===== src/rtl/wb_pkg.sv =====
// Shared types for the write-back stage: result-source select codes and FSM states.
package wb_pkg;

  typedef enum logic [1:0] {
    WB_ALU  = 2'd0,
    WB_MEM  = 2'd1,
    WB_PRIV = 2'd2,
    WB_RSVD = 2'd3
  } wb_sel_e;

  typedef enum logic [1:0] {
    IDLE     = 2'd0,
    WAIT_MEM = 2'd1,
    WRITE2   = 2'd2
  } wb_state_e;

endpackage


===== src/rtl/wb_data_mux.sv =====
// Result-source mux for write-back; the reserved select code falls back to the ALU result.
module wb_data_mux
  import wb_pkg::*;
#(
  parameter int DATA_W = 16
) (
  input  wb_sel_e           i_sel,
  input  logic [DATA_W-1:0] i_alu,
  input  logic [DATA_W-1:0] i_mem,
  input  logic [DATA_W-1:0] i_priv,
  output logic [DATA_W-1:0] o_data
);

  always_comb begin
    o_data = i_alu;
    case (i_sel)
      WB_MEM:  o_data = i_mem;
      WB_PRIV: o_data = i_priv;
      default: o_data = i_alu;
    endcase
  end

endmodule


===== src/rtl/wb_stage.sv =====
// Write-back stage: one-entry stage register driving the register-file write port,
// with late load data and two-cycle SWAP write-back. WB_FWD_EN adds forwarding outputs.
//
// state    | meaning
// IDLE     | empty, or holding an entry ready to write this cycle
// WAIT_MEM | holding a load entry, waiting for mem_rvalid
// WRITE2   | second (dst2) write of a SWAP entry
module wb_stage
  import wb_pkg::*;
#(
  parameter int DATA_W     = 16,
  parameter int REG_ADDR_W = 4
) (
  input  logic                  clk,
  input  logic                  rst,
  input  logic                  in_valid,
  output logic                  in_ready,
  input  logic                  in_reg_write,
  input  logic [1:0]            in_wb_sel,
  input  logic                  in_swap,
  input  logic [DATA_W-1:0]     in_alu_data,
  input  logic [DATA_W-1:0]     in_priv_data,
  input  logic [REG_ADDR_W-1:0] in_dst_addr,
  input  logic [REG_ADDR_W-1:0] in_dst2_addr,
  input  logic [DATA_W-1:0]     in_data2,
  input  logic [DATA_W-1:0]     mem_rdata,
  input  logic                  mem_rvalid,
  input  logic                  flush,
  output logic                  rf_we,
  output logic [REG_ADDR_W-1:0] rf_waddr,
  output logic [DATA_W-1:0]     rf_wdata
`ifdef WB_FWD_EN
  ,
  output logic                  fwd_valid,
  output logic [REG_ADDR_W-1:0] fwd_addr,
  output logic [DATA_W-1:0]     fwd_data
`endif
);

  logic                  r_v;
  logic                  r_reg_write;
  wb_sel_e               r_sel;
  logic                  r_swap;
  logic [DATA_W-1:0]     r_alu;
  logic [DATA_W-1:0]     r_priv;
  logic [REG_ADDR_W-1:0] r_dst;
  logic [REG_ADDR_W-1:0] r_dst2;
  logic [DATA_W-1:0]     r_data2;
  wb_state_e             r_state;

  wb_state_e             w_next;
  logic                  w_retire;
  logic [DATA_W-1:0]     w_src;

  wb_data_mux #(.DATA_W(DATA_W)) u_mux (
    .i_sel  (r_sel),
    .i_alu  (r_alu),
    .i_mem  (mem_rdata),
    .i_priv (r_priv),
    .o_data (w_src)
  );

  always_comb begin
    w_next   = r_state;
    w_retire = 1'b0;
    rf_we    = 1'b0;
    rf_waddr = r_dst;
    rf_wdata = w_src;
    in_ready = 1'b0;
    case (r_state)
      IDLE, WAIT_MEM: begin
        if (r_state == IDLE && !r_v) begin
          in_ready = 1'b1;
        end else if (r_sel == WB_MEM && !mem_rvalid) begin
          w_next = WAIT_MEM;
        end else begin
          rf_we = r_reg_write;
          if (r_reg_write && r_swap) begin
            w_next = WRITE2;
          end else begin
            in_ready = 1'b1;
            w_retire = 1'b1;
            w_next   = IDLE;
          end
        end
      end
      WRITE2: begin
        rf_we    = 1'b1;
        rf_waddr = r_dst2;
        rf_wdata = r_data2;
        in_ready = 1'b1;
        w_retire = 1'b1;
        w_next   = IDLE;
      end
      default: w_next = IDLE;
    endcase
    // Flush kills the entry outright, including a pending second SWAP write.
    if (flush) begin
      rf_we    = 1'b0;
      in_ready = 1'b0;
      w_retire = 1'b0;
      w_next   = IDLE;
    end
  end

  always_ff @(posedge clk) begin
    if (rst) begin
      r_v         <= 1'b0;
      r_state     <= IDLE;
      r_reg_write <= 1'b0;
      r_sel       <= WB_ALU;
      r_swap      <= 1'b0;
      r_alu       <= '0;
      r_priv      <= '0;
      r_dst       <= '0;
      r_dst2      <= '0;
      r_data2     <= '0;
    end else if (flush) begin
      r_v     <= 1'b0;
      r_state <= IDLE;
    end else begin
      r_state <= w_next;
      if (in_valid && in_ready) begin
        r_v         <= 1'b1;
        r_reg_write <= in_reg_write;
        r_sel       <= wb_sel_e'(in_wb_sel);
        r_swap      <= in_swap;
        r_alu       <= in_alu_data;
        r_priv      <= in_priv_data;
        r_dst       <= in_dst_addr;
        r_dst2      <= in_dst2_addr;
        r_data2     <= in_data2;
      end else if (w_retire) begin
        r_v <= 1'b0;
      end
    end
  end

`ifdef WB_FWD_EN
  assign fwd_valid = rf_we;
  assign fwd_addr  = rf_waddr;
  assign fwd_data  = rf_wdata;
`endif

endmodule


===== config.mk =====
export PLATFORM = sky130hd
export DESIGN_NAME = wb_stage
export DESIGN_NICKNAME = d
export VERILOG_FILES = /design/src/rtl/wb_pkg.sv /design/src/rtl/wb_data_mux.sv /design/src/rtl/wb_stage.sv
export SDC_FILE = /design/constraint.sdc
export NUM_CORES = 1
export LEC_CHECK = 0
export CAP_MARGIN = 20
export CORE_MARGIN = 10
export CORE_UTILIZATION = 42
export CTS_BUF_LIST = sky130_fd_sc_hd__clkbuf_4 sky130_fd_sc_hd__clkbuf_8 sky130_fd_sc_hd__clkbuf_16
export CTS_CLUSTER_DIAMETER = 60
export DETAILED_ROUTE_END_ITERATION = 10
export GPL_TIMING_DRIVEN = 1
export PLACE_DENSITY = 0.76
export SYNTH_ARGS = -nofsm -noshare
export SYNTH_HDL_FRONTEND = slang
export SYNTH_HIERARCHICAL = 1
export SYNTH_SLANG_ARGS = --single-unit

===== constraint.sdc =====
create_clock -name clk -period 2.65 [get_ports clk]
set_input_delay 0.265 -clock clk [delete_from_list [all_inputs] [get_ports clk]]
set_output_delay 0.265 -clock clk [all_outputs]
set_load 0.02 [all_outputs]

==> results.json <==
{
  "relSlewSlack_pct": 48.57,
  "ys_seq_area_share_pct": 44.94,
  "h-tree-depth": 3,
  "die_w_microns": 101.7,
  "path_clk_slew_ns": 0.07,
  "combPwrFrac_pct": 17.8,
  "synthToLayoutAreaGrowth_pct": 44.05,
  "synth_area_leaders": "dfxtp_1 45%, a22o_2 20%, mux2_2 8.0%, buf_12 5.0%, a22oi_2 4.5%",
  "crit_fanout": 16,
  "start_util_pct": 43.70,
  "whs_ns": 0.4754,
  "gr-usage-met1_pct": 18.08,
  "ys_ff_latch": 63,
  "reg2reg_to": "r_data2[8]$_SDFFE_PP0P_",
  "rr_worst_depth": 5,
  "fin_nets": 416,
  "fmax_mhz": 392.6,
  "track_usage_pct": 15.91,
  "use_met2_pct": 25.45,
  "grt_use_met3_pct": 8.305,
  "wl_microns": 8242,
  "syn-mean-instance-area_sq_um": 11.94,
  "postLayoutCoreUtil_pct": 62.95,
  "pre_cts_ws_ns": -0.03797,
  "max_cap_violations": 0,
  "post_drt_wl_per_cell_microns": 19.86,
  "hold_depth": 1,
  "swShare_pct": 23.66,
  "finalWorstSetupSlack_ns": 0.1027,
  "worstMarginPinSlew_ns": 0.7697,
  "antenna_found_initial": 0,
  "core_region_area_sq_um": 6422,
  "leakagePower_nw": 1.632,
  "fin_area_sq_um": 4043,
  "rsz0062_at_grt": "no",
  "dpl.hpwl_microns": 5638,
  "syn_nets": 318,
  "die_h_microns": 101.7,
  "setup_viol_count_final": 0,
  "yosys_warnings": 6,
  "synth_top_cell_area_share_pct": 44.94,
  "p_switching_mw": 0.5781,
  "cts_made_buffers": 9,
  "grt_first_pass_wirelength_microns": 12780,
  "power_density_nw_per_um2": 604.5,
  "drc_errors": 0,
  "detail_route.vias_per_cell": 5.417,
  "synth_area_leader_cell": "dfxtp_1",
  "cts_root_buf": "clkbuf_8",
  "grt_pass1_vias": 2402,
  "drt_pass1_iterations": 4,
  "pwr-share-seq_pct": 42.7,
  "fin_skew_ns": 0.006275,
  "drive_gt1_share_pct": 34.91,
  "cts_tree": "yes",
  "drt_iter0_markers": 120,
  "p_clk_share_pct": 39.5,
  "timing.final.crit_share_pct": 96.13,
  "die-area_sq_um": 10350,
  "worst_ep_required_time_ns": 2.38,
  "cp-start-kind": "flip-flop",
  "ys.flop_type": "dfxtp_1",
  "clock_path_buffers": 2,
  "r2r_start": "r_sel[0]$_SDFFE_PP0P_",
  "place.port_buffers": 102,
  "placed_area_sq_um": 3745,
  "drtAntennaViolNets": 0,
  "final_hold_viol_count": 0,
  "place.gp.congestion": 0.7779,
  "io_pins": 103,
  "n_antenna_cell": 0,
  "grt-ovfl-total": 0,
  "via_count": 2248,
  "outcome": "complete, no violations",
  "cts_sinks": 63,
  "hold_path.class": "flip-flop to flip-flop",
  "arrival_ns": 2.28,
  "gr-max-usage-layer": "met2",
  "clk_latency_ns": 0.34,
  "fp-row-count": 29,
  "synth_edf_count": 0,
  "slew_violations": 0,
  "min_to": "r_data2[13]$_SDFFE_PP0P_",
  "path_class": "flip-flop to output port",
  "grt_max_degree": 62,
  "fill_cells": 530,
  "async_flop_share_pct": 0,
  "fin_tns_setup_ns": 0,
  "synthCells": 235,
  "fin_crit_ns": 2.547,
  "p_int_mw": 1.866,
  "yosysUniqueCellTypes": 30,
  "timing.reg2reg.setup_slack_ns": 0.64,
  "ir_drop_v": 0.0004094,
  "end_kind": "output port",
  "synthesis.area_sq_um": 2806,
  "min_from": "r_data2[13]$_SDFFE_PP0P_"
}
==> cells in the final DEF (no fill, tap or decap), drive strengths merged, types with 5 or more instances in the layout <==
| cell | instances |
|---|---|
| dfxtp | 63 |
| clkbuf | 13 |
| a22oi | 16 |
| clkdlybuf4s50 | 97 |
| mux2 | 20 |
| a22o | 60 |
| nand2 | 18 |
| o21ai | 17 |
| buf | 7 |
| dlymetal6s2s | 5 |
==> layer usage <==
layer	up-vias	routed length, microns
met3	4	691
met1	1084	3468
met5	-	0
met2	63	4044
met4	0	38
li1	1097	-
==> cell type report <==
cell class | count | area [sq um] | share of cell area, %
Inverter | 2 | 7.507 | 0.1857
Clock inverter | 3 | 65.06 | 1.609
Sequential cell | 63 | 1264 | 31.26
Multi-Input combinational cell | 148 | 1329 | 32.87
Tap cell | 77 | 96.34 | 2.383
Timing Repair Buffer | 109 | 1115 | 27.58
Clock buffer | 13 | 166.4 | 4.116
==> kinds of logic after synthesis <==
family / share of synthesized area [%]
AO/OA/AOI/OAI: 32.46
flip-flops: 44.94
AND/OR/NAND/NOR: 4.771
buffers and inverters: 8.916
multiplexers: 8.025
adder cells (fa/ha/maj): 0.8915
==> power by group through the flow <==
stage	registers (mW)	logic (mW)	clock network (mW)
CTS	1.04	0.432	0.978
floorplan	1.05	0.236	0
detailed placement	1.06	0.416	0
global placement	1.06	0.412	0
global route	1.05	0.467	1.03
finish	1.04	0.435	0.965
==> synth_stat cells (all sizes together), types with 2 or more instances <==
library cell  instances
dfxtp                63
a22o                 60
buf                  22
mux2                 20
nand2                18
o21ai                17
a22oi                16
a21oi                 2
ha                    2
inv                   2
nor2                  2
nor3                  2
==> how the worst max path moves through the flow <==
stage                                      from      endpoint  slack, ns  cells past startpoint
after detailed placement  r_sel[1]$_SDFFE_PP0P_  rf_wdata[13]      -0.04                      5
final                     r_sel[0]$_SDFFE_PP0P_  rf_wdata[13]       0.10                      6
after global routing      r_sel[0]$_SDFFE_PP0P_  rf_wdata[14]       0.03                      6
after CTS                 r_sel[1]$_SDFFE_PP0P_  rf_wdata[13]       0.02                      6
after floorplan           r_sel[1]$_SDFFE_PP0P_  rf_wdata[12]       0.97                      7
after global placement    r_sel[1]$_SDFFE_PP0P_  rf_wdata[13]       0.03                      5
==> through the flow <==
step / instances / power, mW
2_1_floorplan: 235 / 1.288
3_3_place_gp: 396 / 1.473
3_5_place_dp: 396 / 1.478
4_1_cts: 412 / 2.453
5_1_grt: 415 / 2.543
6_report: 415 / 2.444
==> critical path, cell delays in order, from the launching register on <==
cell and delay (ns):
dfxtp_2 0.36, inv_1 0.11, ha_4 0.31, a22oi_1 0.14, o21ai_0 0.23, mux2_2 0.20
clkdlybuf4s50_1 0.60
==> flip-flops by register name (all words and copies together) (netlist names), 2 cells and up <==
| name | flops |
|---|---|
| r_priv | 16 |
| r_alu | 16 |
| r_dst2 | 4 |
| r_state | 2 |
| r_sel | 2 |
| r_dst | 4 |
| r_data2 | 16 |
==> repair_timing <==
item | 4_1_cts | 5_1_grt
endpoints found under the hold margin | 0 | 0
gates resized for setup | 5 | 6
hold buffers | 0 | 0
cloned | 0 | 0
endpoints found under the setup margin | 16 | 16
pin swaps | 1 | 1
setup buffers | 1 | 3
(Power assumes the default switching activity.)
